**src/rtl/rv32i_control.sv**
```systemverilog
// Multicycle Moore control FSM for the mp1 RV32I core.
// Sequences fetch/decode/execute/writeback and drives every datapath load
// enable, mux select, ALU/CMP op and the memory request handshake.
// Optional: define RV32I_CONTROL_ILLEGAL_TRAP_EN to trap unsupported opcodes
// in a HALT state (illegal_op=1) that only rst can leave.
module rv32i_control #(
   parameter logic [3:0] MEM_BE_WORD = 4'b1111
) (
   input  logic       clk,
   input  logic       rst,
   input  logic [6:0] opcode,
   input  logic [2:0] funct3,
   input  logic [6:0] funct7,
   input  logic       br_en,
   input  logic       mem_resp,
   output logic       load_pc,
   output logic       load_ir,
   output logic       load_regfile,
   output logic       load_mar,
   output logic       load_mdr,
   output logic       load_data_out,
   output logic       pcmux_sel,
   output logic       alumux1_sel,
   output logic [1:0] alumux2_sel,
   output logic [1:0] regfilemux_sel,
   output logic       marmux_sel,
   output logic       cmpmux_sel,
   output logic [2:0] aluop,
   output logic [2:0] cmpop,
   output logic       mem_read,
   output logic       mem_write,
   output logic [3:0] mem_byte_enable,
   output logic       illegal_op
);

   localparam logic [6:0] OP_LUI   = 7'b0110111;
   localparam logic [6:0] OP_AUIPC = 7'b0010111;
   localparam logic [6:0] OP_BR    = 7'b1100011;
   localparam logic [6:0] OP_LOAD  = 7'b0000011;
   localparam logic [6:0] OP_STORE = 7'b0100011;
   localparam logic [6:0] OP_IMM   = 7'b0010011;

   localparam logic [2:0] ALU_ADD = 3'b000;
   localparam logic [2:0] ALU_SRA = 3'b010;
   localparam logic [2:0] ALU_SRL = 3'b101;

   localparam logic [2:0] CMP_BEQ  = 3'b000;
   localparam logic [2:0] CMP_BLT  = 3'b100;
   localparam logic [2:0] CMP_BLTU = 3'b110;

   typedef enum logic [3:0] {
      StFetch1, StFetch2, StFetch3, StDecode,
      StLui, StAuipc, StBr, StImm,
      StCalcAddr, StLd1, StLd2, StSt1, StSt2
`ifdef RV32I_CONTROL_ILLEGAL_TRAP_EN
      , StHalt
`endif
   } state_t;

   state_t state_q, state_d;

   // Only funct7[5] (sra vs srl) matters to this FSM.
   logic unused_funct7;
   assign unused_funct7 = ^{funct7[6], funct7[4:0]};

   assign mem_byte_enable = MEM_BE_WORD;

   // State register; rst wins over any pending memory wait.
   always_ff @(posedge clk) begin
      if (rst) state_q <= StFetch1;
      else     state_q <= state_d;
   end

   // Next-state and Moore outputs (plus the IR-field/br_en dependent selects).
   always_comb begin
      state_d        = state_q;
      load_pc        = 1'b0;
      load_ir        = 1'b0;
      load_regfile   = 1'b0;
      load_mar       = 1'b0;
      load_mdr       = 1'b0;
      load_data_out  = 1'b0;
      pcmux_sel      = 1'b0;
      alumux1_sel    = 1'b0;
      alumux2_sel    = 2'd0;
      regfilemux_sel = 2'd0;
      marmux_sel     = 1'b0;
      cmpmux_sel     = 1'b0;
      aluop          = ALU_ADD;
      cmpop          = CMP_BEQ;
      mem_read       = 1'b0;
      mem_write      = 1'b0;
      illegal_op     = 1'b0;

      case (state_q)
         StFetch1: begin
            load_mar = 1'b1;
            state_d  = StFetch2;
         end
         StFetch2: begin
            mem_read = 1'b1;
            load_mdr = 1'b1;
            if (mem_resp) state_d = StFetch3;
         end
         StFetch3: begin
            load_ir = 1'b1;
            state_d = StDecode;
         end
         StDecode: begin
            case (opcode)
               OP_LUI:             state_d = StLui;
               OP_AUIPC:           state_d = StAuipc;
               OP_BR:              state_d = StBr;
               OP_LOAD, OP_STORE:  state_d = StCalcAddr;
               OP_IMM:             state_d = StImm;
`ifdef RV32I_CONTROL_ILLEGAL_TRAP_EN
               default:            state_d = StHalt;
`else
               default:            state_d = StFetch1;
`endif
            endcase
         end
         StLui: begin
            regfilemux_sel = 2'd2;
            load_regfile   = 1'b1;
            load_pc        = 1'b1;
            state_d        = StFetch1;
         end
         StAuipc: begin
            alumux1_sel  = 1'b1;
            alumux2_sel  = 2'd1;
            load_regfile = 1'b1;
            load_pc      = 1'b1;
            state_d      = StFetch1;
         end
         StBr: begin
            cmpop       = funct3;
            alumux1_sel = 1'b1;
            alumux2_sel = 2'd2;
            pcmux_sel   = br_en;
            load_pc     = 1'b1;
            state_d     = StFetch1;
         end
         StImm: begin
            load_regfile = 1'b1;
            load_pc      = 1'b1;
            case (funct3)
               3'b010: begin
                  cmpmux_sel     = 1'b1;
                  cmpop          = CMP_BLT;
                  regfilemux_sel = 2'd1;
               end
               3'b011: begin
                  cmpmux_sel     = 1'b1;
                  cmpop          = CMP_BLTU;
                  regfilemux_sel = 2'd1;
               end
               3'b101:  aluop = funct7[5] ? ALU_SRA : ALU_SRL;
               // add/sll/xor/or/and share their funct3 encoding with aluop.
               default: aluop = funct3;
            endcase
            state_d = StFetch1;
         end
         StCalcAddr: begin
            marmux_sel = 1'b1;
            load_mar   = 1'b1;
            if (opcode == OP_STORE) begin
               alumux2_sel   = 2'd3;
               load_data_out = 1'b1;
               state_d       = StSt1;
            end else begin
               state_d = StLd1;
            end
         end
         StLd1: begin
            mem_read = 1'b1;
            load_mdr = 1'b1;
            if (mem_resp) state_d = StLd2;
         end
         StLd2: begin
            regfilemux_sel = 2'd3;
            load_regfile   = 1'b1;
            load_pc        = 1'b1;
            state_d        = StFetch1;
         end
         StSt1: begin
            mem_write = 1'b1;
            if (mem_resp) state_d = StSt2;
         end
         StSt2: begin
            load_pc = 1'b1;
            state_d = StFetch1;
         end
`ifdef RV32I_CONTROL_ILLEGAL_TRAP_EN
         StHalt: begin
            illegal_op = 1'b1;
         end
`endif
         default: state_d = StFetch1;
      endcase
   end

endmodule

```
**config.mk**
```make
export PLATFORM = sky130hd
export DESIGN_NAME = rv32i_control
export DESIGN_NICKNAME = d
export VERILOG_FILES = /design/src/rtl/rv32i_control.sv
export SDC_FILE = /design/constraint.sdc
export NUM_CORES = 1
export LEC_CHECK = 0
export CAP_MARGIN = 25
export CORE_MARGIN = 3
export CORE_UTILIZATION = 34
export DETAILED_ROUTE_END_ITERATION = 16
export PLACE_DENSITY = 0.79
export SLEW_MARGIN = 5
export SYNTH_ARGS = -nofsm -noshare
export SYNTH_HDL_FRONTEND = slang
export SYNTH_SLANG_ARGS = --single-unit
```
**constraint.sdc**
```tcl
create_clock -name clk -period 1.8 [get_ports clk]
set_input_delay 0.36 -clock clk [delete_from_list [all_inputs] [get_ports clk]]
set_output_delay 0.36 -clock clk [all_outputs]
set_load 0.005 [all_outputs]
```
* After elaboration in Yosys (flattened, before gate mapping) *
Cells that the tools add are included.

word-level totals
  register bits after elaboration = 4
  latch bits = 0
  memory bits (writable) = 0
  bits in read-only memories = 0
  input port bits = 21
  word-level logic and storage cells = 62
  memories kept = 0

operators by class
  add/subtract/negate cells = 0
  $mul = 0
  divide/modulo/power cells = 0
  order comparisons = 0
  eq/ne operators = 24
  shift-type cells = 0
  muxes and demuxes = 28
  bitwise logic cells = 0
  reductions and logical operators = 9

operators with widths
  kind                                                             number
  4-bit one-hot mux with 7 select lines                            1
  4-bit == test, second input constant                             5
  4-bit one-hot mux with 5 select lines                            1
  3-bit one-hot mux with 2 select lines                            3
  4-bit by 3-bit == test with 1-bit output, second input constant  4
  7-bit by 5-bit == test with 1-bit output, second input constant  2
  7-bit by 6-bit == test with 1-bit output, second input constant  2
  1-bit two-way mux                                                14
  4-bit two-way mux                                                3
  2-bit one-hot mux with 3 select lines                            2
  2-bit OR reduction                                               5
  4-bit by 2-bit == test with 1-bit output, second input constant  2
  7-bit by 2-bit == test with 1-bit output, second input constant  1
  7-bit == test, second input constant                             1
  3-bit by 2-bit == test with 1-bit output, second input constant  2
  3-bit two-way mux                                                2
  2-bit inequality test, second input constant                     3
  6-bit OR reduction                                               1
  4-bit by 1-bit == test with 1-bit output, second input constant  1
  4-bit zero test                                                  1
  2-bit two-way mux                                                2
  4-bit OR reduction                                               1
  3-bit == test, second input constant                             1
  3-bit AND reduction                                              1

* Logic depth before layout (Yosys ltp) *
Gate-level depths: netlist (run 1).

  depth after elaboration = 4
  mapped depth = 6
  depth with buffers taken out = 4

* Least setup slack after synthesis (run 1) *
OpenSTA, ideal clock, no wires.

  path type = register to output
  start = register state_q[2]
  end = output port cmpop[0]
  arrival time = 1.078 ns
  data required time = 1.440 ns
  setup slack = 0.362 ns
  stages on the path, launching flop included = 5
  cell sequence = dfxtp_1 -> buf_6 -> inv_2 -> nor3_2 -> and2_1

on the way
  longest elaborated chain between the ends = 2

ends and longest elaborated chain
  what                                      line  source
  start, declared                           60    state_t state_q, state_d;
  start signal, assigned                    70    if (rst) state_q <= StFetch1;
  start signal, assigned                    71    else state_q <= state_d;
  4-bit by 3-bit == test with 1-bit output  95    case (state_q)
  3-bit one-hot mux with 2 select lines *   95
  end, declared                             29    output logic [2:0] cmpop,

Mark *: on every way between the ends. The rest lies on a longest branch, timed or not.

* Worst setup path after layout (run 1) *
  start = register state_q[0]
  end = output port alumux2_sel[0]

on the way
  longest elaborated chain between the ends = 2

ends and longest elaborated chain
  what                                                                       line  source
  4-bit == test or 4-bit by 3-bit == test with 1-bit output (tied branches)  95
  2-bit one-hot mux with 3 select lines *                                    95
  end, declared                                                              24    output logic [1:0] alumux2_sel,

Marked as above.

==> flow_metrics.py, run 1 <==
metrics = {
    "layout": {
        "final_area_sq_um": 1330,
        "fin_nets": 188,
        "seq_area_sq_um": 95.1,
        "top_register": "state_q",
        "areaGrowthSynthToFinish_pct": 96.1,
        "final_util": 0.740,
        "multi_input_area_sq_um": 567,
        "largest_registers": "state_q (4)",
        "largest_reg_flops": 4,
        "n_fill_cell": 151,
        "fin_cells": 190,
        "drive_gt1_frac": 0.412,
        "antenna_cells": 0,
    },
    "global_route": {
        "antenna_found_initial": 0,
        "grt_overflow_total": 0,
        "grt_pass1_wl_um": 3750,
        "grt_max_degree": 11,
        "grt_pass1_vias": 902,
        "grt_usage": 0.185,
    },
    "hold_path": {
        "hold_class": "in -> reg",
        "hp-start": "opcode[3]",
        "hold_end": "state_q[2]",
        "min_path_cells": 5,
    },
    "route": {
        "avgRoutedWirePerCell_um": 13.2,
        "dr.pass1.iters": 4,
        "drt-met1-wl_um": 918,
        "drtAntennaViolNets": 0,
        "post-route-drc-count": 0,
        "drt-initial-drc-count": 12,
        "viasPerCell": 5.19,
        "routed-via-count": 986,
        "met3_length_um": 194,
        "wl_met2_um": 1340,
        "maxUsedRoutingLayer": "met4",
        "drt_wl_total_um": 2500,
    },
    "critical_path": {
        "slowest_stage": "dfxtp_4",
        "r2r_start": "state_q[3]",
        "cp_data_arrival_time_ns": 1.56,
        "r2r-end": "state_q[1]",
        "crit_fanout": 5,
        "max_stage_delay_ns": 0.35,
        "start_kind": "flip-flop",
        "end_kind": "output pin",
        "path_delay_family": "buffers and inverters",
        "cp_num_buf_inv": 3,
        "reg2regPathDepth": 6,
        "path_class": "reg -> out",
        "path_cells": "buf_6 > nor4b_4 > nand4_1 > buf_4 > o31ai_2 > buf_2",
        "reg2reg_slack_ns": 0.24,
        "cp.required_ns": 1.44,
    },
    "timing": {
        "fin_crit_ns": 1.92,
        "rsz0062_at_grt": "true",
        "fin_ws_ns": -0.123,
        "hold_violations": 0,
        "setup_viol_count_final": 2,
        "finalClockSkew_ns": 0.00925,
        "period_share": 1.07,
        "fmax_mhz": 520,
        "drv_slew": 0,
    },
    "floorplan": {
        "io_pins": 48,
        "start_util": 0.377,
        "rows": 15,
        "core_region_area_sq_um": 1800,
        "die_area_sq_um": 2570,
        "dieHeight_um": 50.7,
        "die_width_um": 50.7,
    },
    "status": {
        "violations": "negative setup slack",
        "status": "finished with violations",
    },
    "logic_synthesis": {
        "synth.distinct_cells": 41,
        "async_flop_share": 0,
        "syn_avg_cell_area_sq_um": 7.00,
        "synthFlopType": "dfxtp_1",
        "synth-edff-count": 0,
        "mappedNetlistArea_sq_um": 679,
        "syn_inst": 97,
        "yosysWarnings": 0,
        "ys_seq_area_frac": 0.118,
        "synth_seq_cells": 4,
    },
    "power_and_ir_drop": {
        "leakage_uw": 0.000702,
        "ir_drop_mv": 0.260,
        "pwr_density_cell_nw_per_um2": 273,
    },
    "clock_tree": {
        "clockBufferDepth": 2,
        "cts_made_buffers": 3,
        "insertion_delay_ns": 0.23,
        "path_clk_slew_ns": 0.04,
        "ctsRootBufferMaster": "clkbuf_4",
        "postCtsHoldBufs": 0,
        "clkSinkCount": 4,
        "cts_tree": "built",
        "htree_levels": 1,
    },
    "placed_design": {
        "io_buffers": 36,
        "post-dp-hpwl_um": 1800,
        "placed_cell_area_sq_um": 1190,
        "globalplace.congestion": 0.884,
        "numPlacedInstances": 175,
    },
    "flow_run": {
        "max_cap_violations": 0,
    },
}
[worst min-delay path: cells and delay by family]
kind	cells	cell delay, ns
compound gates	1	0.12
buf+inv	2	0.25
simple gates	2	0.09
[where the power goes]
part,leakage [uW],internal [uW],switching (uW),total (uW)
Clock,0.0000138,74.5,35.5,110
Combinational,0.000653,87.4,70.2,158
Sequential,0.0000355,88.9,6.61,95.6
Total,0.000702,251,112,363
[metal layers]
layer | GRT usage | up-vias
li1 | - | 469
met1 | 0.181 | 454
met2 | 0.380 | 57
met3 | 0.0208 | 6
met4 | 0.0762 | 0
met5 | 0 | -
[synth_stat cells, types with 2 or more instances]
library cell  instances  share of area
nand2_1              13          0.072
nor2_1               13          0.072
buf_4                 6          0.066
a21oi_1               4          0.029
and2_1                4          0.037
buf_2                 4          0.029
dfxtp_1               4           0.12
nand2b_1              4          0.037
nor2b_1               3          0.028
nor3_1                3          0.022
a22o_1                2          0.026
a32oi_1               2          0.026
conb_1                2          0.011
inv_1                 2          0.011
nand3b_1              2          0.022
nor3_2                2          0.029
o211ai_1              2          0.022
o21ai_0               2          0.015
[layout make-up]
type / count / share of cell area
Tap cell: 25 / 0.0235
Multi-Input combinational cell: 82 / 0.425
Clock buffer: 3 / 0.0169
Inverter: 3 / 0.00845
Sequential cell: 4 / 0.0714
Timing Repair Buffer: 73 / 0.454
[kinds of logic (layout without fill, tap and decap cells)]
| kind of cell | Yosys count | in the layout | share of synthesized area |
|---|---|---|---|
| other cells | 2 | 5 | 0.0111 |
| compound gates | 21 | 21 | 0.232 |
| flops | 4 | 4 | 0.118 |
| xor+xnor | 1 | 1 | 0.0129 |
| simple gates | 55 | 55 | 0.497 |
| buf+inv | 14 | 79 | 0.129 |
[worst max-delay path by stage]
stage / from / to / slack (ns) / cells past startpoint
6_report: state_q[0] / alumux2_sel[0] / -0.12 / 6
5_1_grt: state_q[0] / alumux2_sel[0] / -0.20 / 6
4_1_cts: state_q[3] / cmpop[1] / -0.23 / 5
3_5_place_dp: opcode[0] / alumux2_sel[0] / -0.43 / 6
3_3_place_gp: opcode[1] / alumux2_sel[0] / -0.38 / 6
2_1_floorplan: state_q[2] / cmpop[0] / 0.36 / 4
[timing repair]
action,CTS,global route
buffers inserted,8,4
gates resized for setup,58,8
setup endpoints to repair,22,10
hold endpoints to repair,0,0
pin swaps,7,2
[layout by cell type, fill, tap and decap left out, types with 2 or more instances in the layout]
cell / instances
buf_4: 34
dlygate4sd2_1: 23
nand2_1: 12
nor2_1: 11
clkdlybuf4s50_1: 6
conb_1: 5
nand2b_1: 4
a21oi_1: 4
dfxtp_4: 4
nor2_2: 3
and2_1: 3
nor3_1: 3
clkbuf_4: 3
buf_2: 3
buf_6: 3
nor2b_4: 2
inv_1: 2
nand2_2: 2
a22o_1: 2
a32oi_1: 2
nand3b_1: 2
o211ai_1: 2
dlymetal6s2s_1: 2
[per-stage QoR]
stage / worst slack [ns] / setup TNS, ns / power (uW) / hold WS [ns]
3_3_place_gp: -0.379 / -3.37 / 244 / 0.751
6_report: -0.123 / -0.135 / 363 / 0.624
2_1_floorplan: 0.362 / 0 / 168 / 0.431
3_5_place_dp: -0.430 / -3.80 / 248 / 0.777
5_1_grt: -0.197 / -0.300 / 381 / 0.694
4_1_cts: -0.228 / -0.324 / 358 / 0.695
Note: power is estimated with default switching activity, not from simulation.
==> inputs of run 2 (changes only) <==
REMOVE_ABC_BUFFERS = 1   (was not set)
==> run 2 against run 1 <==
Against the previous run:
- the flow still finishes with violations (negative setup slack)
- first-iteration DRC count is 50% higher
- worst hold slack improved by 0.024 ns
- clock skew fell by 0.0080 ns
- die area unchanged
- sequential share of layout area is 0.19 points higher
- sequential power rose by 2%
- critical endpoint unchanged
==> flow_metrics.py, run 2 (synthesis results as in run 1) <==
metrics = {
    "critical_path": {
        "cp_data_arrival_time_ns": 1.48,
        "end_kind": "output pin",
        "reg2reg_slack_ns": 0.31,
        "cp.required_ns": 1.44,
        "start_kind": "primary input",
        "path_class": "in -> out",
        "crit_fanout": 3,
    },
    "route": {
        "avgRoutedWirePerCell_um": 14.1,
        "routed-via-count": 969,
        "drtAntennaViolNets": 0,
        "drt-initial-drc-count": 18,
        "drt_wl_total_um": 2640,
        "viasPerCell": 5.18,
        "post-route-drc-count": 0,
        "dr.pass1.iters": 4,
    },
    "timing": {
        "whs_ns": 0.648,
        "drv_slew": 0,
        "hold_violations": 0,
        "period_share": 1.02,
        "finalClockSkew_ns": 0.00127,
        "fin_ws_ns": -0.0432,
        "fin_crit_ns": 1.84,
        "rsz0062_at_grt": "true",
        "setup_viol_count_final": 2,
        "fmax_mhz": 543,
    },
    "floorplan": {
        "start_util": 0.377,
        "die_width_um": 50.7,
        "rows": 15,
        "core_region_area_sq_um": 1800,
        "dieHeight_um": 50.7,
        "die_area_sq_um": 2570,
        "io_pins": 48,
    },
    "global_route": {
        "grt_max_degree": 13,
        "grt_overflow_total": 0,
        "grt_pass1_vias": 971,
        "antenna_found_initial": 0,
        "grt_usage": 0.206,
        "grt_pass1_wl_um": 4130,
    },
    "status": {
        "violations": "negative setup slack",
        "status": "finished with violations",
    },
    "layout": {
        "areaGrowthSynthToFinish_pct": 91.0,
        "final_util": 0.720,
        "top_register": "state_q",
        "fin_nets": 185,
        "fin_cells": 187,
        "layout_common_cells": "31 x buf_4, 18 x dlygate4sd2_1, 12 x nand2_1",
        "largest_registers": "state_q (4)",
        "largest_reg_flops": 4,
        "layout_commonest_cell": "buf_4",
        "antenna_cells": 0,
        "drive_gt1_frac": 0.444,
    },
    "placed_design": {
        "post-dp-hpwl_um": 1830,
        "place_worst_setup_slack_ns": -0.446,
        "globalplace.congestion": 0.923,
        "numPlacedInstances": 174,
        "io_buffers": 36,
    },
    "power_and_ir_drop": {
        "leakage_uw": 0.000656,
        "ir_drop_mv": 0.294,
        "pwr_density_cell_nw_per_um2": 286,
    },
    "clock_tree": {
        "ctsRootBufferMaster": "clkbuf_4",
        "cts_tree": "built",
        "clkSinkCount": 4,
        "htree_levels": 1,
        "postCtsHoldBufs": 0,
        "cts_made_buffers": 3,
        "path_clk_slew_ns": 0.04,
        "clockBufferDepth": 2,
        "insertion_delay_ns": 0.24,
    },
    "hold_path": {
        "hold_class": "reg -> reg",
    },
    "flow_run": {
        "max_cap_violations": 0,
    },
}
-- run 2: cell count changes in the layout (fill, tap and decap cells not counted), moves of 2 or more --
cell            previous run  this run
dlygate4sd2_1             23        18
clkbuf_2                   1         5
buf_4                     34        31
buf_2                      3         5
dlymetal6s2s_1             2         0
-- run 2: path summary, 6_finish.rpt --
kind,startpoint,cells after the start,endpoint
hold / removal,state_q[2],2,state_q[3]
setup / recovery,opcode[3],6,alumux2_sel[0]
hold reg to reg,state_q[2],2,state_q[3]
setup reg to reg,state_q[2],6,state_q[1]
-- run 2: power by group --
group	leakage [uW]	switching (uW)	internal [uW]
clock	0.0000138	39.5	74.8
sequential	0.0000355	8.49	89.0
combinational	0.000607	72.4	87.4
total	0.000656	120	251
-- run 2: timing repair --
item / in CTS / in global routing
pin swaps: 7 / 4
endpoints found under the setup margin: 22 / 12
buffers inserted: 7 / 3
gates resized for setup: 71 / 12
-- run 2: worst max-delay path, cell delays in order --
cell and delay (ns):
clkdlybuf4s50_1 0.43, nor2_2 0.14, nand4_1 0.16, buf_4 0.18
o31ai_2 0.05, buf_2 0.16
-- run 2: stage by stage --
step / area, sq um / setup TNS, ns / total power, uW
after CTS: 1290 / -0.0490 / 369
after global placement: 1190 / -3.44 / 247
final: 1300 / -0.0468 / 372
after detailed placement: 1190 / -4.12 / 253
after global routing: 1300 / -0.256 / 393
after floorplan: 614 / 0 / 155
-- run 2: cell type report --
cell class	count	area (sq um)
multi-input combinational	82	583
timing repair buffer	70	554
fill	150	504
sequential	4	95.1
tap	25	31.3
clock buffer	3	22.5
inverter	3	11.3
-- run 2: layer usage --
layer / wire (um) / part of all wire / vias up / GRT usage
met5: 0 / 0 / - / 0
met4: 16 / 0.0061 / 0 / 0.0583
met3: 232 / 0.088 / 4 / 0.0504
met2: 1370 / 0.52 / 53 / 0.400
met1: 1030 / 0.39 / 449 / 0.213
li1: - / - / 463 / -
